--- config.mk ---
export PLATFORM = sky130hd
export DESIGN_NAME = systolic_feed_ctrl
export DESIGN_NICKNAME = d
export VERILOG_FILES = /design/src/rtl/systolic_pkg.sv /design/src/rtl/systolic_feed_ctrl_skew_delay.sv /design/src/rtl/systolic_feed_ctrl.sv
export SDC_FILE = /design/constraint.sdc
export NUM_CORES = 1
export LEC_CHECK = 0
export BUFFER_PORTS_ARGS = -buffer_cell sky130_fd_sc_hd__buf_4
export CAP_MARGIN = 20
export CORE_ASPECT_RATIO = 0.8
export CORE_MARGIN = 2
export CORE_UTILIZATION = 49
export CTS_CLUSTER_DIAMETER = 30
export DETAILED_ROUTE_END_ITERATION = 10
export PLACE_DENSITY = 0.81
export REMOVE_ABC_BUFFERS = 1
export SYNTH_ARGS = -nofsm -noshare
export SYNTH_HDL_FRONTEND = slang
export SYNTH_HIERARCHICAL = 1
export SYNTH_SLANG_ARGS = --single-unit
--- constraint.sdc ---
create_clock -name clk -period 2.3 [get_ports clk]
set_input_delay 0.46 -clock clk [delete_from_list [all_inputs] [get_ports clk]]
set_output_delay 0.46 -clock clk [all_outputs]
set_load 0.05 [all_outputs]
--- src/rtl/systolic_pkg.sv ---
// Shared definitions for the systolic array feed path: sequencer state
// encoding and operand/accumulator widths also used by the pe cells.
package systolic_pkg;

  localparam int SYS_DW    = 16;
  localparam int SYS_ACC_W = 2*SYS_DW + 4;

  typedef enum logic [2:0] {
    IDLE      = 3'd0,
    FEED      = 3'd1,
    DRAIN     = 3'd2,
    FLUSH     = 3'd3,
    WAIT_CALC = 3'd4,
    DONE      = 3'd5
  } state_e;

endpackage

--- src/rtl/systolic_feed_ctrl_skew_delay.sv ---
// skew_delay: DEPTH-stage zero-reset shift register with enable.
// DEPTH=0 degenerates to a plain wire so lane 0 of the feed needs no special case.
module skew_delay import systolic_pkg::*; #(
  parameter int DW    = SYS_DW,
  parameter int DEPTH = 1
) (
  input  logic          clk,
  input  logic          rst_n,
  input  logic          en_i,
  input  logic [DW-1:0] d_i,
  output logic [DW-1:0] q_o
);

  generate
    if (DEPTH == 0) begin : g_wire
      logic unused_ok;
      assign unused_ok = clk ^ rst_n ^ en_i;
      assign q_o       = d_i;
    end else begin : g_sr
      logic [DEPTH-1:0][DW-1:0] sr_q;
      // shift one stage per enabled cycle; frozen when en_i is low
      always_ff @(posedge clk) begin
        if (!rst_n) begin
          sr_q <= '0;
        end else if (en_i) begin
          sr_q[0] <= d_i;
          for (int s = 1; s < DEPTH; s++) sr_q[s] <= sr_q[s-1];
        end
      end
      assign q_o = sr_q[DEPTH-1];
    end
  endgenerate

endmodule

--- src/rtl/systolic_feed_ctrl.sv ---
// systolic_feed_ctrl: streams K operand words per lane from the activation and
// weight SRAMs into an N x N systolic array, skewing lane i by i cycles, then
// drains, pulses input_done and waits (with watchdog) for every pe's calc_done.
// Optional build macro SYSFEED_RUNTIME_LEN_EN adds a k_len_i port giving a
// per-run feed length (clamped to K, 0 skips the feed phase).
module systolic_feed_ctrl import systolic_pkg::*; #(
  parameter int N       = 4,
  parameter int K       = 4,
  parameter int DW      = SYS_DW,
  parameter int AW      = 8,
  parameter int TIMEOUT = 64
) (
  input  logic            clk,
  input  logic            rst_n,
  input  logic            en_i,
  input  logic            start_i,
`ifdef SYSFEED_RUNTIME_LEN_EN
  input  logic [AW:0]     k_len_i,
`endif
  output logic            busy_o,
  output logic            done_o,
  output logic            err_o,
  output logic            sram_rd_en_o,
  output logic [AW-1:0]   sram_addr_o,
  input  logic [N*DW-1:0] act_rd_data_i,
  input  logic [N*DW-1:0] wt_rd_data_i,
  output logic [N*DW-1:0] act_out_o,
  output logic [N*DW-1:0] wt_out_o,
  output logic            input_done_o,
  input  logic [N*N-1:0]  calc_done_i
);

  localparam int CW = $clog2(N+1);
  localparam int WW = $clog2(TIMEOUT+1);
  localparam logic [AW:0]   K_L     = (AW+1)'(K);
  localparam logic [CW-1:0] N_LAST  = CW'(N-1);
  localparam logic [WW-1:0] TO_LAST = WW'(TIMEOUT-1);

  state_e          state_q;
  logic [AW-1:0]   addr_q;
  logic [AW:0]     len_q, len_d;
  logic [CW-1:0]   drn_q;
  logic [WW-1:0]   wdog_q;
  logic            rd_en_q, vld_q, busy_q, done_q, err_q, in_done_q;
  logic            addr_last;

`ifdef SYSFEED_RUNTIME_LEN_EN
  assign len_d = (k_len_i > K_L) ? K_L : k_len_i;
`else
  assign len_d = K_L;
`endif

  assign addr_last = ({1'b0, addr_q} == (len_q - 1'b1));

  // sequencer: one register set, all outputs registered, frozen when en_i is low
  always_ff @(posedge clk) begin
    if (!rst_n) begin
      state_q   <= IDLE;
      addr_q    <= '0;
      len_q     <= '0;
      drn_q     <= '0;
      wdog_q    <= '0;
      rd_en_q   <= 1'b0;
      vld_q     <= 1'b0;
      busy_q    <= 1'b0;
      done_q    <= 1'b0;
      err_q     <= 1'b0;
      in_done_q <= 1'b0;
    end else if (en_i) begin
      vld_q     <= rd_en_q;
      done_q    <= 1'b0;
      in_done_q <= 1'b0;
      case (state_q)
        IDLE: begin
          if (start_i) begin
            busy_q <= 1'b1;
            err_q  <= 1'b0;
            addr_q <= '0;
            drn_q  <= '0;
            len_q  <= len_d;
            if (len_d == '0) begin
              state_q <= DRAIN;
            end else begin
              state_q <= FEED;
              rd_en_q <= 1'b1;
            end
          end
        end
        FEED: begin
          if (addr_last) begin
            state_q <= DRAIN;
            rd_en_q <= 1'b0;
          end else begin
            addr_q <= addr_q + 1'b1;
          end
        end
        DRAIN: begin
          if (drn_q == N_LAST) begin
            state_q   <= FLUSH;
            in_done_q <= 1'b1;
          end else begin
            drn_q <= drn_q + 1'b1;
          end
        end
        FLUSH: begin
          state_q <= WAIT_CALC;
          wdog_q  <= '0;
        end
        WAIT_CALC: begin
          if (&calc_done_i) begin
            state_q <= DONE;
            done_q  <= 1'b1;
          end else if (wdog_q == TO_LAST) begin
            state_q <= DONE;
            done_q  <= 1'b1;
            err_q   <= 1'b1;
          end else begin
            wdog_q <= wdog_q + 1'b1;
          end
        end
        DONE: begin
          state_q <= IDLE;
          busy_q  <= 1'b0;
        end
        default: state_q <= IDLE;
      endcase
    end
  end

  // The SRAM enable is qualified by en_i so a frozen cycle does not re-read:
  // the SRAM then keeps its last word, which lane 0 (a wire) relies on to hold.
  assign sram_rd_en_o = rd_en_q & en_i;
  assign sram_addr_o  = addr_q;
  assign busy_o       = busy_q;
  assign done_o       = done_q;
  assign err_o        = err_q;
  assign input_done_o = in_done_q;

  // Read data is only meaningful the cycle after a read; zero it otherwise so
  // the array edges see 0 outside each lane's window.
  logic [N-1:0][DW-1:0] act_in, wt_in, act_sk, wt_sk;
  assign act_in = vld_q ? act_rd_data_i : '0;
  assign wt_in  = vld_q ? wt_rd_data_i  : '0;

  generate
    for (genvar g = 0; g < N; g++) begin : g_lane
      skew_delay #(.DW(DW), .DEPTH(g)) u_act_skew (
        .clk   (clk),
        .rst_n (rst_n),
        .en_i  (en_i),
        .d_i   (act_in[g]),
        .q_o   (act_sk[g])
      );
      skew_delay #(.DW(DW), .DEPTH(g)) u_wt_skew (
        .clk   (clk),
        .rst_n (rst_n),
        .en_i  (en_i),
        .d_i   (wt_in[g]),
        .q_o   (wt_sk[g])
      );
    end
  endgenerate

  assign act_out_o = act_sk;
  assign wt_out_o  = wt_sk;

endmodule

==> flow_summary.json, run 1 <==
{
  "cp-end-kind": "output port",
  "nFillCells": 1716,
  "die_height_um": 135,
  "wl_per_cell_um": 14.5,
  "finalSetupViolCount": 0,
  "cp.arrival_ps": 1600,
  "final_common_cell": "buf_4",
  "grt_pass1_wl_mm": 34.9,
  "rows": 47,
  "rsz0062_at_grt": "false",
  "place.port_buffers": 288,
  "seq_area_frac_synth_pct": 42.2,
  "clock_path_buffers": 3,
  "cts_root_buffer": "clkbuf_16",
  "skew_ps": 6.64,
  "p_sw_share_pct": 22.2,
  "final_nets": 1360,
  "cts_setup_buffers": 0,
  "max_slew_margin_pct": 48.1,
  "hold_viol": 0,
  "p_comb_share_pct": 6.9,
  "drc": 11,
  "synthCells": 1025,
  "cts_max_level": 2,
  "fin_crit_sh_pct": 89.5,
  "place_congestion": 0.756,
  "grt_max_degree": 105,
  "grt_pass1_vias": 7108,
  "p_int_mw": 8.19,
  "synth_async_sr_flop_share_pct": 0,
  "area_delta_synth_final_pct": 26.6,
  "fmax_ghz": 0.486,
  "insertedDiodeCount": 0,
  "cts-resized-gates": 0,
  "rrSetupSlack_ps": 410,
  "die_area_mm2": 0.0225,
  "totalWireLength_mm": 21.9,
  "hpwlAfterDp_mm": 14.4,
  "yosys-top-cells-area": "dfxtp_1, mux2i_1, nor2b_1, and2_1, buf_4",
  "yosys_register_bits": 220,
  "cts_tree": "built",
  "yosysTopAreaCell": "dfxtp_1",
  "dp.cells": 1435,
  "yosys_warnings": 6,
  "violations": "DRC",
  "via_per_inst": 4.81,
  "ys.flop_type": "dfxtp_1",
  "grt_usage_pct": 18.6,
  "path_max_fanout": 91,
  "yosysTopAreaCellShare_pct": 42.2,
  "layout_common_cells": "buf_4, dfxtp_1, mux2i_1",
  "synth_edf_count": 0,
  "final_util_pct": 63.5,
  "clock_sinks": 220,
  "worst_pin_slew_ps": 779,
  "fin_cells": 1509,
  "core_area_mm2": 0.0208,
  "slowest_stage": "dfxtp_2",
  "pwr-share-clk_pct": 56.3,
  "ant_nets": 0,
  "start_util_pct": 50.2,
  "path_delay_family": "buffers and inverters",
  "cts_hold_buf": 0,
  "cp_num_buf_inv": 2,
  "cts-buffers-inserted": 40,
  "min_period_ps": 2060,
  "pwr-share-seq_pct": 36.8,
  "critPathRequiredTime_ps": 1840,
  "holdWs_ps": 310,
  "slew_viol_final": 0,
  "p_sw_mw": 2.34,
  "drive_above_1_share_pct": 30.4,
  "fp.dieW_um": 167,
  "overflow": 0,
  "num_vias": 7262,
  "outcome": "finished, violations left",
  "critPathKind": "flop to output port",
  "antenna_found_initial": 0,
  "max_stage_delay_ps": 330,
  "worstSetupStartpointType": "flop",
  "ios": 289,
  "synth_cell_type_count": 48,
  "syn_area_per_cell_um2": 10.2,
  "power.density_mw_per_mm2": 796,
  "peakVddDrop_mv": 0.538,
  "clk_latency_ps": 500,
  "cp_cell_sequence": "buf_12, and2_1, buf_4",
  "maxCapViolations": 0,
  "hold_class": "input port to flop",
  "p_leak_nw": 5.89,
  "drtIter0Drc": 439,
  "dr.pass1.iters": 7,
  "synth_area_mm2": 0.0104,
  "path_clk_slew_ps": 50
}
metal layers:
layer  vias up  track usage [%]  share of wire, %
li1       3682                -                 -
met1      3346             23.7                44
met2       200             30.2                46
met3        34             6.36               8.3
met4         0             5.22               1.6
met5         -                0                 0
cell type report:
class | instances | area, µm² | share of cell area [%]
clock buffers | 51 | 1090 | 8.26
clock inverters | 23 | 298 | 2.25
well taps | 269 | 337 | 2.55
flip-flops and latches | 220 | 4410 | 33.3
inverters | 5 | 18.8 | 0.142
repair buffers | 301 | 2320 | 17.5
multi-input cells | 640 | 4750 | 35.9
power groups by stage:
stage / combinational (mW) / clock [mW] / sequential (mW)
after detailed placement: 0.725 / 0 / 3.94
final: 0.726 / 5.93 / 3.87
after floorplan: 0.262 / 0 / 3.99
after global placement: 0.718 / 0 / 3.94
after global routing: 0.774 / 6.25 / 3.87
after CTS: 0.729 / 6.07 / 3.87
worst register-to-register path, cell delays in order (launching register included):
cell and delay [ps]:
dfxtp_1 320, ha_1 200, ha_1 200, nand2b_1 160
a2111oi_2 570, mux2i_1 250, nor2_1 50
metrics by stage:
stage | instance area (µm²) | setup TNS, ps | total power, mW | setup slack [ps]
floorplan | 9180 | -8490 | 4.26 | -265
global placement | 11800 | 0 | 4.66 | 465
detailed placement | 11800 | 0 | 4.67 | 409
CTS | 13200 | 0 | 10.7 | 232
global route | 13200 | 0 | 10.9 | 174
finish | 13200 | 0 | 10.5 | 242
worst paths after layout:
path | start | end | cells after the start
max | vld_q | wt_out_o[3] | 3
min | en_i | g_lane[2].u_act_skew/g_sr.sr_q[3] | 3
max reg2reg | drn_q[0] | drn_q[0] | 6
min reg2reg | input_done_o | input_done_o | 2
logic make-up (layout without fill, tap and decap cells):
family	after synthesis	in the layout	share of synthesized area, %
AOI/OAI and AO/OA	46	46	2.90
xor gates and xnor gates	2	2	0.168
adders and majority gates	4	4	0.479
buffers and inverters	165	380	12.3
DFF	220	220	42.2
muxes	195	195	18.7
and+or+nand+nor	393	393	23.3
state kept, by name, indices dropped and copies added (netlist names), 3 cells and up:
name                         flops
g_lane.u_wt_skew/g_sr.sr_q      48
sram_addr_o                      8
g_lane.u_act_skew/g_sr.sr_q     48
g_lane.u_wt_skew/q_o            48
state_q                          3
wdog_q                           7
g_lane.u_act_skew/q_o           48
drn_q                            3
cell usage after synthesis (all sizes together) (2+ instances only):
cell type  count
or3            3
a31oi          2
nand4          7
nor4b          2
o21ai          8
nor2b        192
o41ai          3
a21oi         20
o21a           2
buf          127
nor3           4
nor2          13
ha             4
dfxtp        220
and3           2
mux2i        195
nand2b         5
o31ai          4
or4            6
nand2         14
nand3b         2
nand3          4
clkbuf        33
and2         130
nor3b          3
inv            5
No activity file was read; power rests on OpenSTA's default activity.
==> inputs of run 2 (changes only) <==
--- a/config.mk
+++ b/config.mk
@@ -7,12 +7,14 @@
 export LEC_CHECK = 0
 export BUFFER_PORTS_ARGS = -buffer_cell sky130_fd_sc_hd__buf_4
 export CAP_MARGIN = 20
+export CELL_PAD_IN_SITES_DETAIL_PLACEMENT = 0
+export CELL_PAD_IN_SITES_GLOBAL_PLACEMENT = 1
 export CORE_ASPECT_RATIO = 0.8
 export CORE_MARGIN = 2
-export CORE_UTILIZATION = 49
+export CORE_UTILIZATION = 40
 export CTS_CLUSTER_DIAMETER = 30
 export DETAILED_ROUTE_END_ITERATION = 10
-export PLACE_DENSITY = 0.81
+export PLACE_DENSITY = 0.85
 export REMOVE_ABC_BUFFERS = 1
 export SYNTH_ARGS = -nofsm -noshare
 export SYNTH_HDL_FRONTEND = slang
==> flow_summary.json, run 2 (synthesized netlist as in run 1, its figures left out) <==
{
  "outcome": "completed",
  "drtIter0Drc": 320,
  "final_common_cell": "buf_4",
  "grt_pass1_vias": 6843,
  "ant_nets": 0,
  "area_delta_synth_final_pct": 28.5,
  "path_max_fanout": 60,
  "antenna_found_initial": 0,
  "rsz0062_at_grt": "false",
  "via_per_inst": 4.47,
  "final_nets": 1362,
  "overflow": 0,
  "finalSetupViolCount": 0,
  "fin_cells": 1595,
  "core_area_mm2": 0.0255,
  "totalWireLength_mm": 22.0,
  "cp-end-kind": "output port",
  "drc": 0,
  "cts_max_level": 2,
  "start_util_pct": 40.9,
  "r2r_cells": 6,
  "clock_sinks": 220,
  "p_leak_nw": 5.94,
  "hold_viol": 0,
  "p_comb_share_pct": 6.5,
  "p_sw_mw": 2.33,
  "grt_pass1_wl_mm": 34.9,
  "ios": 289,
  "dp.cells": 1517,
  "r2r_start": "drn_q[0]",
  "skew_ps": 15.1,
  "hpwlAfterDp_mm": 14.5,
  "maxCapViolations": 0,
  "cts_hold_buf": 0,
  "num_vias": 7134,
  "cts_setup_buffers": 0,
  "clock_path_buffers": 3,
  "power.density_mw_per_mm2": 819,
  "grt_max_degree": 127,
  "fin_crit_sh_pct": 90.5,
  "worstSetupStartpointType": "flop",
  "dr.pass1.iters": 4,
  "worst_pin_slew_ps": 1120,
  "die_area_mm2": 0.0274,
  "fmax_ghz": 0.480,
  "hold_class": "input port to flop",
  "drive_above_1_share_pct": 30.7,
  "die_height_um": 149,
  "peakVddDrop_mv": 0.534,
  "cts-buffers-inserted": 42,
  "fin_total_pwr_mw": 11.0,
  "cts-resized-gates": 0,
  "rrSetupSlack_ps": 390,
  "wl_per_cell_um": 13.8,
  "max_slew_margin_pct": 25.0,
  "path_clk_slew_ps": 50,
  "slew_viol_final": 0,
  "layout_common_cells": "buf_4, dfxtp_1, mux2i_1",
  "pwr-share-seq_pct": 35.3,
  "place_congestion": 0.732,
  "cts_tree": "built",
  "final_util_pct": 52.6,
  "cts_root_buffer": "clkbuf_16",
  "min_from": "rst_n",
  "critPathKind": "flop to output port",
  "insertedDiodeCount": 0,
  "clk_latency_ps": 510,
  "cp.arrival_ps": 1620,
  "min_period_ps": 2080,
  "min_to": "sram_addr_o[1]",
  "place.port_buffers": 288,
  "fp.dieW_um": 185,
  "p_sw_share_pct": 21.2,
  "rows": 52,
  "pwr-share-clk_pct": 58.2,
  "reg2reg_to": "drn_q[0]",
  "grt_usage_pct": 15.4,
  "critPathRequiredTime_ps": 1840,
  "p_int_mw": 8.66,
  "whs_path_depth": 2,
  "finalSetupTns_ps": 0
}
run 2: stage by stage:
stage	area, µm²	hold slack (ps)	setup slack [ps]
after floorplan	9180	429	-265
after global placement	11900	448	386
after detailed placement	11900	457	363
after CTS	13400	234	172
after global routing	13400	258	86.6
final	13400	258	218
run 2: worst max path at each step:
stage | endpoint | slack [ps] | cells past startpoint | from
3_3_place_gp | g_lane[2].u_wt_skew/g_sr.sr_q[1] | 390 | 4 | en_i
3_5_place_dp | g_lane[2].u_wt_skew/g_sr.sr_q[11] | 360 | 4 | en_i
4_1_cts | act_out_o[5] | 170 | 2 | vld_q
2_1_floorplan | act_out_o[0] | -270 | 1 | vld_q
6_report | wt_out_o[15] | 220 | 2 | vld_q
5_1_grt | wt_out_o[8] | 90 | 2 | vld_q
run 2: per-layer routing:
metal | up-vias | GRT usage, % | wire [µm]
li1 | 3679 | - | -
met1 | 3260 | 20.5 | 10300
met4 | 0 | 3.89 | 261
met3 | 28 | 6.61 | 2080
met2 | 167 | 22.8 | 9370
met5 | - | 0 | 0
run 2: worst max-delay path, cell delays in order, from the launching register on:
cell and delay, ps:
dfxtp_4 670, and2_1 210, buf_4 190
run 2: power by group through the flow:
stage                     Combinational [mW]  Sequential, mW  Clock (mW)
after global routing                   0.764            3.88        6.74
after floorplan                        0.262            3.99           0
after CTS                              0.720            3.88        6.56
after detailed placement               0.719            3.95           0
after global placement                 0.714            3.95           0
final                                  0.715            3.88        6.40
run 2: cell type report:
type / count / area (µm²)
Clock buffer: 53 / 1190
Multi-Input combinational cell: 640 / 4750
Tap cell: 351 / 439
Sequential cell: 220 / 4410
Clock inverter: 25 / 324
Timing Repair Buffer: 301 / 2290
Fill cell: 2324 / 12100
Inverter: 5 / 18.8
==> inputs of run 3 (changes only) <==
--- a/config.mk
+++ b/config.mk
@@ -11,10 +11,10 @@
 export CELL_PAD_IN_SITES_GLOBAL_PLACEMENT = 1
 export CORE_ASPECT_RATIO = 0.8
 export CORE_MARGIN = 2
-export CORE_UTILIZATION = 40
+export CORE_UTILIZATION = 35
 export CTS_CLUSTER_DIAMETER = 30
 export DETAILED_ROUTE_END_ITERATION = 10
-export PLACE_DENSITY = 0.85
+export PLACE_DENSITY = 0.77
 export REMOVE_ABC_BUFFERS = 1
 export SYNTH_ARGS = -nofsm -noshare
 export SYNTH_HDL_FRONTEND = slang
==> constraint.sdc (replaced) <==
create_clock -name clk -period 2.04 [get_ports clk]
set_input_delay 0.408 -clock clk [delete_from_list [all_inputs] [get_ports clk]]
set_output_delay 0.408 -clock clk [all_outputs]
set_load 0.05 [all_outputs]
==> flow_summary.json, run 3 (synthesized netlist as in run 1, its figures left out) <==
{
  "core_area_mm2": 0.0294,
  "fp.dieW_um": 197,
  "hold_viol": 0,
  "worst_pin_slew_ps": 957,
  "place.port_buffers": 288,
  "cts-buffers-inserted": 49,
  "fmax_ghz": 0.503,
  "clock_path_buffers": 3,
  "pwr-share-clk_pct": 62.1,
  "clock_sinks": 220,
  "path_clk_slew_ps": 40,
  "hpwlAfterDp_mm": 14.9,
  "wl_per_cell_um": 14.1,
  "p_int_mw": 10.9,
  "peakVddDrop_mv": 0.522,
  "fin_crit_sh_pct": 97.4,
  "cts_max_level": 2,
  "grt_pass1_vias": 6830,
  "cts_root_buffer": "clkbuf_16",
  "finalSetupTns_ps": 0,
  "area_delta_synth_final_pct": 33.5,
  "die_height_um": 158,
  "pre_cts_ws_ps": -5.78,
  "place_congestion": 0.727,
  "drive_above_1_share_pct": 31.6,
  "cp_cell_sequence": "clkbuf_16, and2_1, buf_6",
  "fin_total_pwr_mw": 13.8,
  "totalWireLength_mm": 23.1,
  "p_comb_share_pct": 6.1,
  "p_sw_share_pct": 20.4,
  "dp.cells": 1550,
  "skew_ps": 20.6,
  "finalSetupViolCount": 0,
  "num_vias": 7184,
  "rsz0062_at_grt": "true",
  "ant_nets": 0,
  "worstSetupStartpointType": "flop",
  "p_leak_nw": 6.16,
  "drc": 0,
  "outcome": "completed",
  "ios": 289,
  "rows": 56,
  "critPathKind": "flop to output port",
  "critPathRequiredTime_ps": 1630,
  "grt_usage_pct": 13.7,
  "stdcell_area_mm2": 0.0139,
  "min_period_ps": 1990,
  "slowest_stage": "dfxtp_4",
  "overflow": 0,
  "slew_viol_final": 0,
  "dpl-instance-area_mm2": 0.0120,
  "start_util_pct": 35.6,
  "dr.pass1.iters": 4,
  "final_common_cell": "buf_4",
  "hold_class": "input port to flop",
  "path_max_fanout": 26,
  "cp.arrival_ps": 1580,
  "drtIter0Drc": 258,
  "cp-end-kind": "output port",
  "insertedDiodeCount": 0,
  "layout_common_cells": "buf_4, dfxtp_1, mux2i_1",
  "antenna_found_initial": 1,
  "maxCapViolations": 0,
  "fin_cells": 1640,
  "max_stage_delay_ps": 480,
  "final_nets": 1377,
  "p_sw_mw": 2.81,
  "holdWs_ps": 217,
  "max_slew_margin_pct": 35.5,
  "grt_pass1_wl_mm": 35.1,
  "pwr-share-seq_pct": 31.8,
  "power.density_mw_per_mm2": 987,
  "via_per_inst": 4.38,
  "grt_max_degree": 115,
  "final_util_pct": 47.5,
  "cts_tree": "built",
  "setup_ws_ps": 52.7,
  "die_area_mm2": 0.0312,
  "clk_latency_ps": 530
}
## run 3: worst max-delay path, delay by kind of cell (launching register included)
family | cells | cell delay, ps
buf+inv | 2 | 420
flops | 1 | 480
simple gates | 1 | 160
## run 3: path summary, 6_finish.rpt
check	from	end	slack (ps)	cells after the start
setup reg to reg	sram_addr_o[0]	sram_addr_o[1]	210	5
setup / recovery	vld_q	wt_out_o[12]	50	3
hold reg to reg	input_done_o	input_done_o	460	2
hold / removal	en_i	input_done_o	220	3
## run 3: what timing repair did
item / 4_1_cts / 5_1_grt
hold buffers: 0 / 0
setup buffers: 0 / 0
resized for setup: 15 / 1
gates cloned: 0 / 1
endpoints found under the setup margin: 15 / 27
## run 3: power by group through the flow
stage | logic [mW] | registers (mW) | clock network, mW
after CTS | 0.842 | 4.37 | 8.74
after detailed placement | 0.835 | 4.45 | 0
final | 0.843 | 4.38 | 8.54
after global placement | 0.828 | 4.45 | 0
after global routing | 0.902 | 4.37 | 8.97
after floorplan | 0.296 | 4.50 | 0
## run 3: final cells by class
type | count | area (µm²)
Fill cell | 2728 | 15400
Multi-Input combinational cell | 640 | 4760
Timing Repair Buffer | 309 | 2460
Clock inverter | 24 | 410
Inverter | 5 | 18.8
Clock buffer | 65 | 1400
Sequential cell | 220 | 4410
Tap cell | 377 | 472
## run 3: metal layers
| metal | wire length (µm) | GRT usage (%) | vias to the layer above |
|---|---|---|---|
| met5 | 0 | 0 | - |
| met4 | 333 | 4.48 | 0 |
| met3 | 1770 | 5.34 | 30 |
| met2 | 9860 | 20.1 | 180 |
| met1 | 11100 | 18.5 | 3257 |
| li1 | - | - | 3717 |
